### config.mk
export PLATFORM = sky130hd
export DESIGN_NAME = rv_decode_stage
export DESIGN_NICKNAME = d
export VERILOG_FILES = /design/src/rtl/rv_pkg.sv /design/src/rtl/rv_imm_gen.sv /design/src/rtl/rv_decode_stage.sv
export SDC_FILE = /design/constraint.sdc
export NUM_CORES = 1
export LEC_CHECK = 0
export CAP_MARGIN = 20
export CORE_AREA = 4 4 172 174
export CTS_CLUSTER_DIAMETER = 120
export CTS_CLUSTER_SIZE = 8
export DETAILED_ROUTE_END_ITERATION = 12
export DIE_AREA = 0 0 176 178
export GPL_ROUTABILITY_DRIVEN = 1
export HOLD_SLACK_MARGIN = 0.06
export PLACE_DENSITY = 0.59
export SYNTH_ARGS = -nofsm -noshare
export SYNTH_HDL_FRONTEND = slang
export SYNTH_SLANG_ARGS = --single-unit
### constraint.sdc
create_clock -name clk_i -period 2.05 [get_ports clk_i]
set_input_delay 0.41 -clock clk_i [delete_from_list [all_inputs] [get_ports clk_i]]
set_output_delay 0.41 -clock clk_i [all_outputs]
set_load 0.005 [all_outputs]
### src/rtl/rv_pkg.sv
// Shared RV32I/RV64I decode definitions: opcodes, immediate formats,
// opcode classes and the decoded bundle carried through the decode stage.
package rv_pkg;

   localparam int unsigned XLEN_MAX = 64;
   localparam int unsigned REG_AW   = 5;
   localparam int unsigned ILEN     = 32;

   localparam logic [6:0] OPC_LUI      = 7'b0110111;
   localparam logic [6:0] OPC_AUIPC    = 7'b0010111;
   localparam logic [6:0] OPC_JAL      = 7'b1101111;
   localparam logic [6:0] OPC_JALR     = 7'b1100111;
   localparam logic [6:0] OPC_BRANCH   = 7'b1100011;
   localparam logic [6:0] OPC_LOAD     = 7'b0000011;
   localparam logic [6:0] OPC_STORE    = 7'b0100011;
   localparam logic [6:0] OPC_OP_IMM   = 7'b0010011;
   localparam logic [6:0] OPC_OP       = 7'b0110011;
   localparam logic [6:0] OPC_MISC_MEM = 7'b0001111;
   localparam logic [6:0] OPC_SYSTEM   = 7'b1110011;

   typedef enum logic [2:0] {
      IMM_NONE = 3'd0,
      IMM_I    = 3'd1,
      IMM_S    = 3'd2,
      IMM_B    = 3'd3,
      IMM_U    = 3'd4,
      IMM_J    = 3'd5
   } imm_type_e;

   typedef enum logic [3:0] {
      CLS_LUI      = 4'd0,
      CLS_AUIPC    = 4'd1,
      CLS_JAL      = 4'd2,
      CLS_JALR     = 4'd3,
      CLS_BRANCH   = 4'd4,
      CLS_LOAD     = 4'd5,
      CLS_STORE    = 4'd6,
      CLS_OP_IMM   = 4'd7,
      CLS_OP       = 4'd8,
      CLS_MISC_MEM = 4'd9,
      CLS_SYSTEM   = 4'd10,
      CLS_ILLEGAL  = 4'd11
   } op_class_e;

   // pc/imm sized for the widest core; narrower instances use the low bits
   typedef struct packed {
      logic [XLEN_MAX-1:0] pc;
      logic [REG_AW-1:0]   rs_a;
      logic [REG_AW-1:0]   rs_b;
      logic [REG_AW-1:0]   rd;
      logic [XLEN_MAX-1:0] imm;
      imm_type_e           imm_type;
      op_class_e           op_class;
      logic                alu_src;
      logic                rd_we;
      logic                illegal;
   } decode_bundle_t;

   // Uncompressed encodings always have the low two bits set
   function automatic logic is_32bit_encoding(input logic [ILEN-1:0] instr);
      return instr[1:0] == 2'b11;
   endfunction

endpackage

### src/rtl/rv_imm_gen.sv
// Combinational immediate generator for the base formats; sign-extends
// from instr[31] to XLEN. Shared with the compressed-instruction expander.
module rv_imm_gen
   import rv_pkg::*;
#(
   parameter int unsigned XLEN = 32
) (
   input  logic [ILEN-1:0] instr,
   input  imm_type_e       imm_type,
   output logic [XLEN-1:0] imm_c
);

   // Opcode bits never contribute to an immediate
   logic unused_opc;
   assign unused_opc = ^instr[6:0];

   always_comb begin
      imm_c = '0;
      case (imm_type)
         IMM_I:   imm_c = XLEN'($signed(instr[31:20]));
         IMM_S:   imm_c = XLEN'($signed({instr[31:25], instr[11:7]}));
         IMM_B:   imm_c = XLEN'($signed({instr[31], instr[7], instr[30:25],
                                         instr[11:8], 1'b0}));
         IMM_U:   imm_c = XLEN'($signed({instr[31:12], 12'b0}));
         IMM_J:   imm_c = XLEN'($signed({instr[31], instr[19:12], instr[20],
                                         instr[30:21], 1'b0}));
         default: imm_c = '0;
      endcase
   end

endmodule

### src/rtl/rv_decode_stage.sv
// Registered instruction-decode stage with a valid/ready handshake and a
// one-entry skid register behind the output register.
module rv_decode_stage
   import rv_pkg::*;
#(
   parameter int unsigned XLEN     = 32,
   parameter bit          RD_X0_WE = 1'b0
) (
   input  logic              clk_i,
   input  logic              rst_i,
   input  logic              flush_i,
   input  logic              in_valid_i,
   output logic              in_ready_o,
   input  logic [ILEN-1:0]   instr_i,
   input  logic [XLEN-1:0]   pc_i,
   output logic              out_valid_o,
   input  logic              out_ready_i,
   output logic [XLEN-1:0]   pc_o,
   output logic [REG_AW-1:0] rs_addr_a_o,
   output logic [REG_AW-1:0] rs_addr_b_o,
   output logic [REG_AW-1:0] rd_addr_o,
   output logic [XLEN-1:0]   imm_o,
   output logic [2:0]        imm_type_o,
   output logic [3:0]        op_class_o,
   output logic              alu_src_o,
   output logic              rd_we_o,
   output logic              illegal_o
);

   imm_type_e      dec_imm_type;
   op_class_e      dec_class;
   logic           dec_alu_src;
   logic           dec_rd_we;
   logic [XLEN-1:0] dec_imm;
   decode_bundle_t in_bundle;

   decode_bundle_t out_q, out_d;
   decode_bundle_t skid_q, skid_d;
   logic           out_valid_q, out_valid_d;
   logic           skid_valid_q, skid_valid_d;
   logic           accept;
   logic           out_free;

   // Opcode classification; anything unlisted or compressed is illegal
   always_comb begin
      dec_imm_type = IMM_NONE;
      dec_class    = CLS_ILLEGAL;
      dec_alu_src  = 1'b0;
      dec_rd_we    = 1'b0;
      if (is_32bit_encoding(instr_i)) begin
         case (instr_i[6:0])
            OPC_LUI:      begin dec_class = CLS_LUI;      dec_imm_type = IMM_U;
                                dec_alu_src = 1'b1;       dec_rd_we = 1'b1; end
            OPC_AUIPC:    begin dec_class = CLS_AUIPC;    dec_imm_type = IMM_U;
                                dec_alu_src = 1'b1;       dec_rd_we = 1'b1; end
            OPC_JAL:      begin dec_class = CLS_JAL;      dec_imm_type = IMM_J;
                                dec_rd_we = 1'b1; end
            OPC_JALR:     begin dec_class = CLS_JALR;     dec_imm_type = IMM_I;
                                dec_alu_src = 1'b1;       dec_rd_we = 1'b1; end
            OPC_BRANCH:   begin dec_class = CLS_BRANCH;   dec_imm_type = IMM_B; end
            OPC_LOAD:     begin dec_class = CLS_LOAD;     dec_imm_type = IMM_I;
                                dec_alu_src = 1'b1;       dec_rd_we = 1'b1; end
            OPC_STORE:    begin dec_class = CLS_STORE;    dec_imm_type = IMM_S;
                                dec_alu_src = 1'b1; end
            OPC_OP_IMM:   begin dec_class = CLS_OP_IMM;   dec_imm_type = IMM_I;
                                dec_alu_src = 1'b1;       dec_rd_we = 1'b1; end
            OPC_OP:       begin dec_class = CLS_OP;       dec_rd_we = 1'b1; end
            OPC_MISC_MEM: begin dec_class = CLS_MISC_MEM; dec_imm_type = IMM_I; end
            OPC_SYSTEM:   begin dec_class = CLS_SYSTEM;   dec_imm_type = IMM_I; end
            default:      dec_class = CLS_ILLEGAL;
         endcase
      end
      if (instr_i[11:7] == '0 && !RD_X0_WE) begin
         dec_rd_we = 1'b0;
      end
   end

   rv_imm_gen #(
      .XLEN     (XLEN)
   ) u_imm_gen (
      .instr    (instr_i),
      .imm_type (dec_imm_type),
      .imm_c    (dec_imm)
   );

   always_comb begin
      in_bundle          = '0;
      in_bundle.pc       = XLEN_MAX'(pc_i);
      in_bundle.rs_a     = instr_i[19:15];
      in_bundle.rs_b     = instr_i[24:20];
      in_bundle.rd       = instr_i[11:7];
      in_bundle.imm      = XLEN_MAX'($signed(dec_imm));
      in_bundle.imm_type = dec_imm_type;
      in_bundle.op_class = dec_class;
      in_bundle.alu_src  = dec_alu_src;
      in_bundle.rd_we    = dec_rd_we;
      in_bundle.illegal  = (dec_class == CLS_ILLEGAL);
   end

   // Ready depends only on the skid register; reset holds it low
   assign in_ready_o = !skid_valid_q && !rst_i;
   assign accept     = in_valid_i && in_ready_o;
   assign out_free   = !out_valid_q || out_ready_i;

   // Skid drains into the output before any new input; flush beats handshakes
   always_comb begin
      out_d        = out_q;
      out_valid_d  = out_valid_q;
      skid_d       = skid_q;
      skid_valid_d = skid_valid_q;
      if (flush_i) begin
         out_valid_d  = 1'b0;
         skid_valid_d = 1'b0;
      end else if (out_free) begin
         if (skid_valid_q) begin
            out_d        = skid_q;
            out_valid_d  = 1'b1;
            skid_valid_d = 1'b0;
         end else if (accept) begin
            out_d       = in_bundle;
            out_valid_d = 1'b1;
         end else begin
            out_valid_d = 1'b0;
         end
      end else if (accept) begin
         skid_d       = in_bundle;
         skid_valid_d = 1'b1;
      end
   end

   always_ff @(posedge clk_i) begin
      if (rst_i) begin
         out_q        <= '0;
         out_valid_q  <= 1'b0;
         skid_q       <= '0;
         skid_valid_q <= 1'b0;
      end else begin
         out_q        <= out_d;
         out_valid_q  <= out_valid_d;
         skid_q       <= skid_d;
         skid_valid_q <= skid_valid_d;
      end
   end

   assign out_valid_o = out_valid_q;
   assign pc_o        = out_q.pc[XLEN-1:0];
   assign rs_addr_a_o = out_q.rs_a;
   assign rs_addr_b_o = out_q.rs_b;
   assign rd_addr_o   = out_q.rd;
   assign imm_o       = out_q.imm[XLEN-1:0];
   assign imm_type_o  = out_q.imm_type;
   assign op_class_o  = out_q.op_class;
   assign alu_src_o   = out_q.alu_src;
   assign rd_we_o     = out_q.rd_we;
   assign illegal_o   = out_q.illegal;

   // Bits above XLEN exist only for wider instances
   logic unused_hi;
   assign unused_hi = ^{out_q.pc, out_q.imm};

endmodule

# Word level (Yosys, flattened, before mapping)

Index checks and enable logic that the tools add are counted.

Equal/unequal tests: 18
Muxes and demuxes: 14
Bitwise operators: 2
Reductions and logical operators: 16

Operator list:

| kind                                                | count |
|---|---|
| 2-to-1 mux 121 bit                                  | 2 |
| one-hot mux 32 bit (5 select lines)                 | 1 |
| one-hot mux 4 bit (11 select lines)                 | 1 |
| equality test 7 bit, second input constant          | 4 |
| equality test 7 x 6 -> 1 bit, second input constant | 3 |
| one-hot mux 3 bit (5 select lines)                  | 1 |
| equality test 7 x 5 -> 1 bit, second input constant | 2 |
| equality test 7 x 2 -> 1 bit, second input constant | 1 |
| equality test 7 x 4 -> 1 bit, second input constant | 1 |
| 2-to-1 mux 1 bit                                    | 7 |
| OR reduction 7 bit                                  | 1 |
| equality test 3 x 2 -> 1 bit, second input constant | 2 |
| equality test 3 bit, second input constant          | 2 |
| AND reduction 3 bit                                 | 2 |
| OR reduction 6 bit                                  | 1 |
| zero test 5 bit                                     | 1 |
| OR reduction 5 bit                                  | 1 |
| equality test 4 bit, second input constant          | 1 |
| 2-to-1 mux 4 bit                                    | 1 |
| OR reduction 2 bit                                  | 2 |
| equality test 3 x 1 -> 1 bit, second input constant | 1 |
| zero test 1 bit                                     | 3 |
| 2-to-1 mux 3 bit                                    | 1 |
| OR reduction 3 bit                                  | 1 |
| 5 further kinds                                     | 7 |

Register bits after elaboration: 180
Bits of input ports: 69
Output and inout port bits: 91
Word-level logic and storage cells: 72

# Logic depth before layout (Yosys ltp)

Depth in word-level cells: 8
Mapped depth: 8

# Modules after synthesis

A second synthesis with hierarchy kept.

Cell total of the unflattened synthesis: 913
Area, all modules: 8296.7 sq um

Modules (own cells, without submodules):

| module          | instances | cells an instance | area each (sq um) | seq. area each (sq um) |
|---|---|---|---|---|
| rv_decode_stage | 1         | 843               | 7764.9            | 3603.5 |
| rv_imm_gen      | 1         | 70                | 531.8             | 0.0 |

# Worst setup path after synthesis

No wires, ideal clock.

Path kind: input-to-reg
From: input port rst_i
To: register out_q (netlist bit imm_o[10])
Arrival time: 1.670 ns
Required time: 1.918 ns
Path slack: 0.248 ns
Cell stages on the path: 7
Cells stage by stage: buf_2 > nand2b_1 > a211o_1 > buf_2 > buf_2 > a221oi_1 > nor3_1

Word-level cells in the longest chain between the ends: 5

RTL lines:

| what                          | line                   | RTL |
|---|---|---|
| start, declared               | rv_decode_stage.sv:10  | `input logic rst_i,` |
| zero test 1 bit               | rv_decode_stage.sv:101 | `assign in_ready_o = !skid_valid_q && !rst_i;` |
| logical AND 1 bit             | rv_decode_stage.sv:101 |  |
| logical AND 1 bit             | rv_decode_stage.sv:102 | `assign accept = in_valid_i && in_ready_o;` |
| nonzero test 2 bit (no line)  | n/a                    |  |
| AND reduction 3 bit (no line) | n/a                    |  |
| end signal, assigned          | rv_decode_stage.sv:138 | `out_q <= out_d;` |
| end, declared                 | rv_decode_stage.sv:37  | `decode_bundle_t out_q, out_d;` |

Parallel ways exist; a longest one is shown, timed or not.
A chain may end at the register's enable or synchronous reset.

# Worst setup path after layout

From: input port instr_i[5]
To: register out_q (netlist bit imm_o[11])

Word-level cells in the longest chain between the ends: 8
Elaborated cells between the ends (all ways): 22
Those cells by class: eq/ne: 15; mux: 5; reduce/logical: 2

RTL lines:

| what                                                                      | line                   | RTL |
|---|---|---|
| start, declared                                                           | rv_decode_stage.sv:14  | `input logic [ILEN-1:0] instr_i,` |
| equality test 7 bit (tied with other cells)                               | rv_decode_stage.sv:51  | `case (instr_i[6:0])` |
| OR reduction 5 bit (no line) / OR reduction 2 bit (equally long branches) | n/a                    |  |
| one-hot mux 3 bit (5 select lines) *                                      | rv_decode_stage.sv:51  |  |
| 2-to-1 mux 3 bit *                                                        | rv_decode_stage.sv:50  | `if (is_32bit_encoding(instr_i)) begin` |
| equality test 3 bit (tied with other cells)                               | rv_imm_gen.sv:19       | `case (imm_type)` |
| one-hot mux 32 bit (5 select lines) *                                     | rv_imm_gen.sv:19       |  |
| 2-to-1 mux 121 bit *                                                      | rv_decode_stage.sv:119 | `end else if (accept) begin` |
| 2-to-1 mux 121 bit *                                                      | rv_decode_stage.sv:115 | `if (skid_valid_q) begin` |

Every way passes the cells marked *; elsewhere a longest branch is shown, timed or not. The select of a mux whose other input is x is not followed.

==> metrics.md <==
| Metric | Value |
|---|---|
| Hpwl dp | 16,850 um |
| Critical Path RT | 2340 ps |
| R2R Setup Slk | 330 ps |
| Status | finished clean |
| Hold EP | skid_q[88]$_SDFFE_PP0P_ |
| Ports | 160 |
| Startpoint types | input port |
| Top cell type's share of synthesized area | 46.53% |
| Final hold vios | 0 |
| Sink Count | 180 |
| Relative slew slack | 53.54% |
| Power Density | 708.8 nW/um2 |
| Post-Syn Nets | 966 |
| Post-DRT Antenna Nets | 0 |
| Cell taking the most area after synthesis | dfxtp_1 |
| Starting Density | 27.87% |
| Placed cell count | 1,445 |
| Lkg Pwr | 3.657 nW |
| Clk buf depth | 2 |
| Drt pass-1 iters | 8 |
| Worst r2r dst | skid_q[36]$_SDFFE_PP0P_ |
| Slew @ Worst Pin | 696.9 ps |
| GPL Wtd Cong | 0.8565 |
| DRC Markers | 0 |
| Reg2reg start | out_valid_o$_SDFFE_PP0P_ |
| Syn. warnings | 0 |
| Cells after Synth | 897 |
| 1st-iter DRT viols | 432 |
| First-pass GRT wire length | 38,400 um |
| Crit path max fanout | 14 |
| Worst clock skew | 13.09 ps |
| Design area | 10,900 um2 |
| Vias per std cell | 4.807 |
| Library cells used by synthesis | 64 |
| Register area share after synthesis | 46.53% |
| Layout Cells excl Fill | 1,478 |
| Area growth syn-to-layout | 40.77% |
| VDD IR-drop max | 0.5352 mV |
| Worst hold path class | in2reg |
| Reg2Reg Depth | 5 |
| Ratio of cells with drive above 1 in the final layout | 15.47% |
| Syn Area/Cell | 8.633 um2 |
| Cts hold-fix bufs | 0 |
| Final Util | 39.24% |
| Clock latency at the later pin of the worst-skew pair | 430 ps |
| Worst Setup Path Type | in2reg |
| Die footprint | 31,330 um2 |
| Setup violators final | 0 |
| Largest net degree at the start of global routing | 65 |
| Hold Path Origin | rst_i |
| WL final | 24,190 um |
| Synth top area cells | dfxtp_1, nand2_1, a21oi_1 |
| Core ar. | 27,780 um2 |
| Dpl ws | -413.9 ps |
| Rows | 61 |
| Final period utilization | 98.26% |
| FMAX | 496.4 MHz |
| CTS tree | done |
| H-tree Lvls | 4 |
| Arr. time, crit path | 2300 ps |
| Post-synth EDFFs | 0 |
| Nets | 1,155 |
| Slew Viols, Final | 0 |
| Total Routing Usage GR | 15.28% |
| Max_cap viols | 0 |
| Area post-placement | 10,300 um2 |
| Synth Flop Type | dfxtp_1 |
| Register clock-pin slew on the reported worst setup and hold paths | 70 ps |
| Routed wire per std cell | 16.37 um |
| Cell Area, Synth | 7744 um2 |
| Chip width | 176 um |
| Die Ht | 178 um |
| Count of state elements after synthesis | 180 |
| Critical Path End Type | flip-flop |
| CTS Buf Count | 17 |
| Vias in the first global route | 6,962 |
| Routed via count | 7,105 |
| Setup slack after layout | 35.67 ps |
| Antenna violations before repair | 0 |
| Ys async rst share | 0% |
| CTS Root Cell | clkbuf_16 |
| Port bufs | 159 |
| Final min period | 2014 ps |
| GRT overflow | 0 |
| Hold depth | 2 |
## flip-flops by register name, summed over array words and instances, names as in the netlist
name	cells
rs_addr_b_o	5
rd_we_o	1
alu_src_o	1
imm_o	32
out_valid_o	1
pc_o	32
rs_addr_a_o	5
op_class_o	4
illegal_o	1
skid_valid_q	1
rd_addr_o	5
imm_type_o	3
skid_q	89
## placed cells by master, fill, tap and decap left out, types with 12 or more instances in the layout
cell               n
buf_4             73
mux2i_1           48
nor3_1            16
nor2_1            87
nand2_1          159
a211oi_1          51
o21ai_0           37
a21oi_1           97
buf_12            15
clkdlybuf4s50_1  154
or3_1             12
dfxtp_1          179
clkbuf_16         17
## cells in the mapped netlist (2+ instances only)
| cell type | count |
|---|---|
| a221oi_1 | 7 |
| buf_4 | 4 |
| a211oi_2 | 4 |
| a211oi_1 | 51 |
| or4_1 | 2 |
| dfxtp_1 | 180 |
| and3_1 | 2 |
| a2111oi_2 | 2 |
| o31ai_1 | 3 |
| nand2b_1 | 2 |
| a311oi_1 | 7 |
| o211ai_1 | 11 |
| buf_6 | 4 |
| nor2_1 | 89 |
| a211oi_4 | 2 |
| nor3b_1 | 3 |
| or3_1 | 12 |
| o22ai_1 | 3 |
| nor3_1 | 16 |
| a22oi_1 | 2 |
| nand2_1 | 160 |
| clkbuf_1 | 36 |
| o21ai_1 | 2 |
| a31oi_1 | 4 |
| and3b_1 | 4 |
| o21ai_0 | 37 |
| a21oi_2 | 2 |
| and2_1 | 2 |
| a21oi_1 | 98 |
| nor2_2 | 4 |
| mux2i_1 | 48 |
| nor2b_1 | 2 |
| o31ai_2 | 9 |
| nand3_1 | 11 |
| inv_1 | 2 |
| buf_1 | 5 |
| buf_2 | 27 |
| nor3b_2 | 10 |
| a2111oi_0 | 3 |
## layout make-up
class / instances / area, um2
flip-flops and latches: 180 / 3607
fillers: 2783 / 16880
inverters: 3 / 11.26
multi-input cells: 638 / 3797
repair buffers: 246 / 2440
diodes: 1 / 2.502
clock buffers: 18 / 429.2
clock inverters: 14 / 140.1
well taps: 378 / 473.0
## metal layers
metal | vias to the layer above | track usage [%] | part of all wire, %
met4 | 0 | 5.198 | 2.1
met3 | 27 | 3.137 | 4.7
met1 | 3348 | 20.16 | 46
li1 | 3565 | - | -
met5 | - | 0 | 0
met2 | 165 | 25.04 | 47
## worst max path at each step
| stage | start | to | slack, ps | cells after the start |
|---|---|---|---|---|
| 5_1_grt | instr_i[5] | imm_o[6]$_SDFFE_PP0P_ | -4 | 8 |
| 6_report | instr_i[5] | imm_o[11]$_SDFFE_PP0P_ | 40 | 7 |
| 3_3_place_gp | instr_i[6] | imm_o[5]$_SDFFE_PP0P_ | -350 | 7 |
| 3_5_place_dp | instr_i[6] | imm_o[6]$_SDFFE_PP0P_ | -410 | 7 |
| 2_1_floorplan | rst_i | imm_o[10]$_SDFFE_PP0P_ | 250 | 7 |
| 4_1_cts | instr_i[3] | imm_o[11]$_SDFFE_PP0P_ | 30 | 7 |
## critical path: stages
cell and delay (ps):
clkdlybuf4s50_1 420, buf_4 190, and2_1 150, o21ai_1 390
a211oi_4 160, a311oi_1 430, o22ai_1 150
## power by group
group	total [mW]	leakage, nW	internal, mW	switching, mW
clock	3.20	0.272	1.62	1.58
sequential	3.64	1.46	3.59	0.0520
combinational	0.893	1.92	0.478	0.415
total	7.73	3.66	5.68	2.05
## logic make-up (layout without fill, tap and decap cells)
logic type / Yosys count / after routing / synth area share, %
other: 0 / 1 / 0
flip-flops: 180 / 180 / 46.53
buffers and inverters: 79 / 281 / 4.847
AO/OA/AOI/OAI: 255 / 255 / 21.97
XOR/XNOR: 1 / 1 / 0.1131
multiplexers: 49 / 49 / 6.350
AND/OR/NAND/NOR: 333 / 333 / 20.18
## per-stage QoR
step | hold slack, ps | TNS (ps) | power (mW)
floorplan | 431.6 | 0 | 4.061
global placement | 439.9 | -24000 | 4.609
detailed placement | 446.3 | -29040 | 4.614
CTS | 204.3 | 0 | 7.832
global route | 207.6 | -4.361 | 8.050
finish | 226.0 | 0 | 7.727
## timing repair
action / 4_1_cts / 5_1_grt
setup endpoints to repair: 0 / 41
hold endpoints to repair: 0 / 0
setup buffers: 0 / 0
resized for setup: 0 / 10
(Power assumes the default switching activity.)
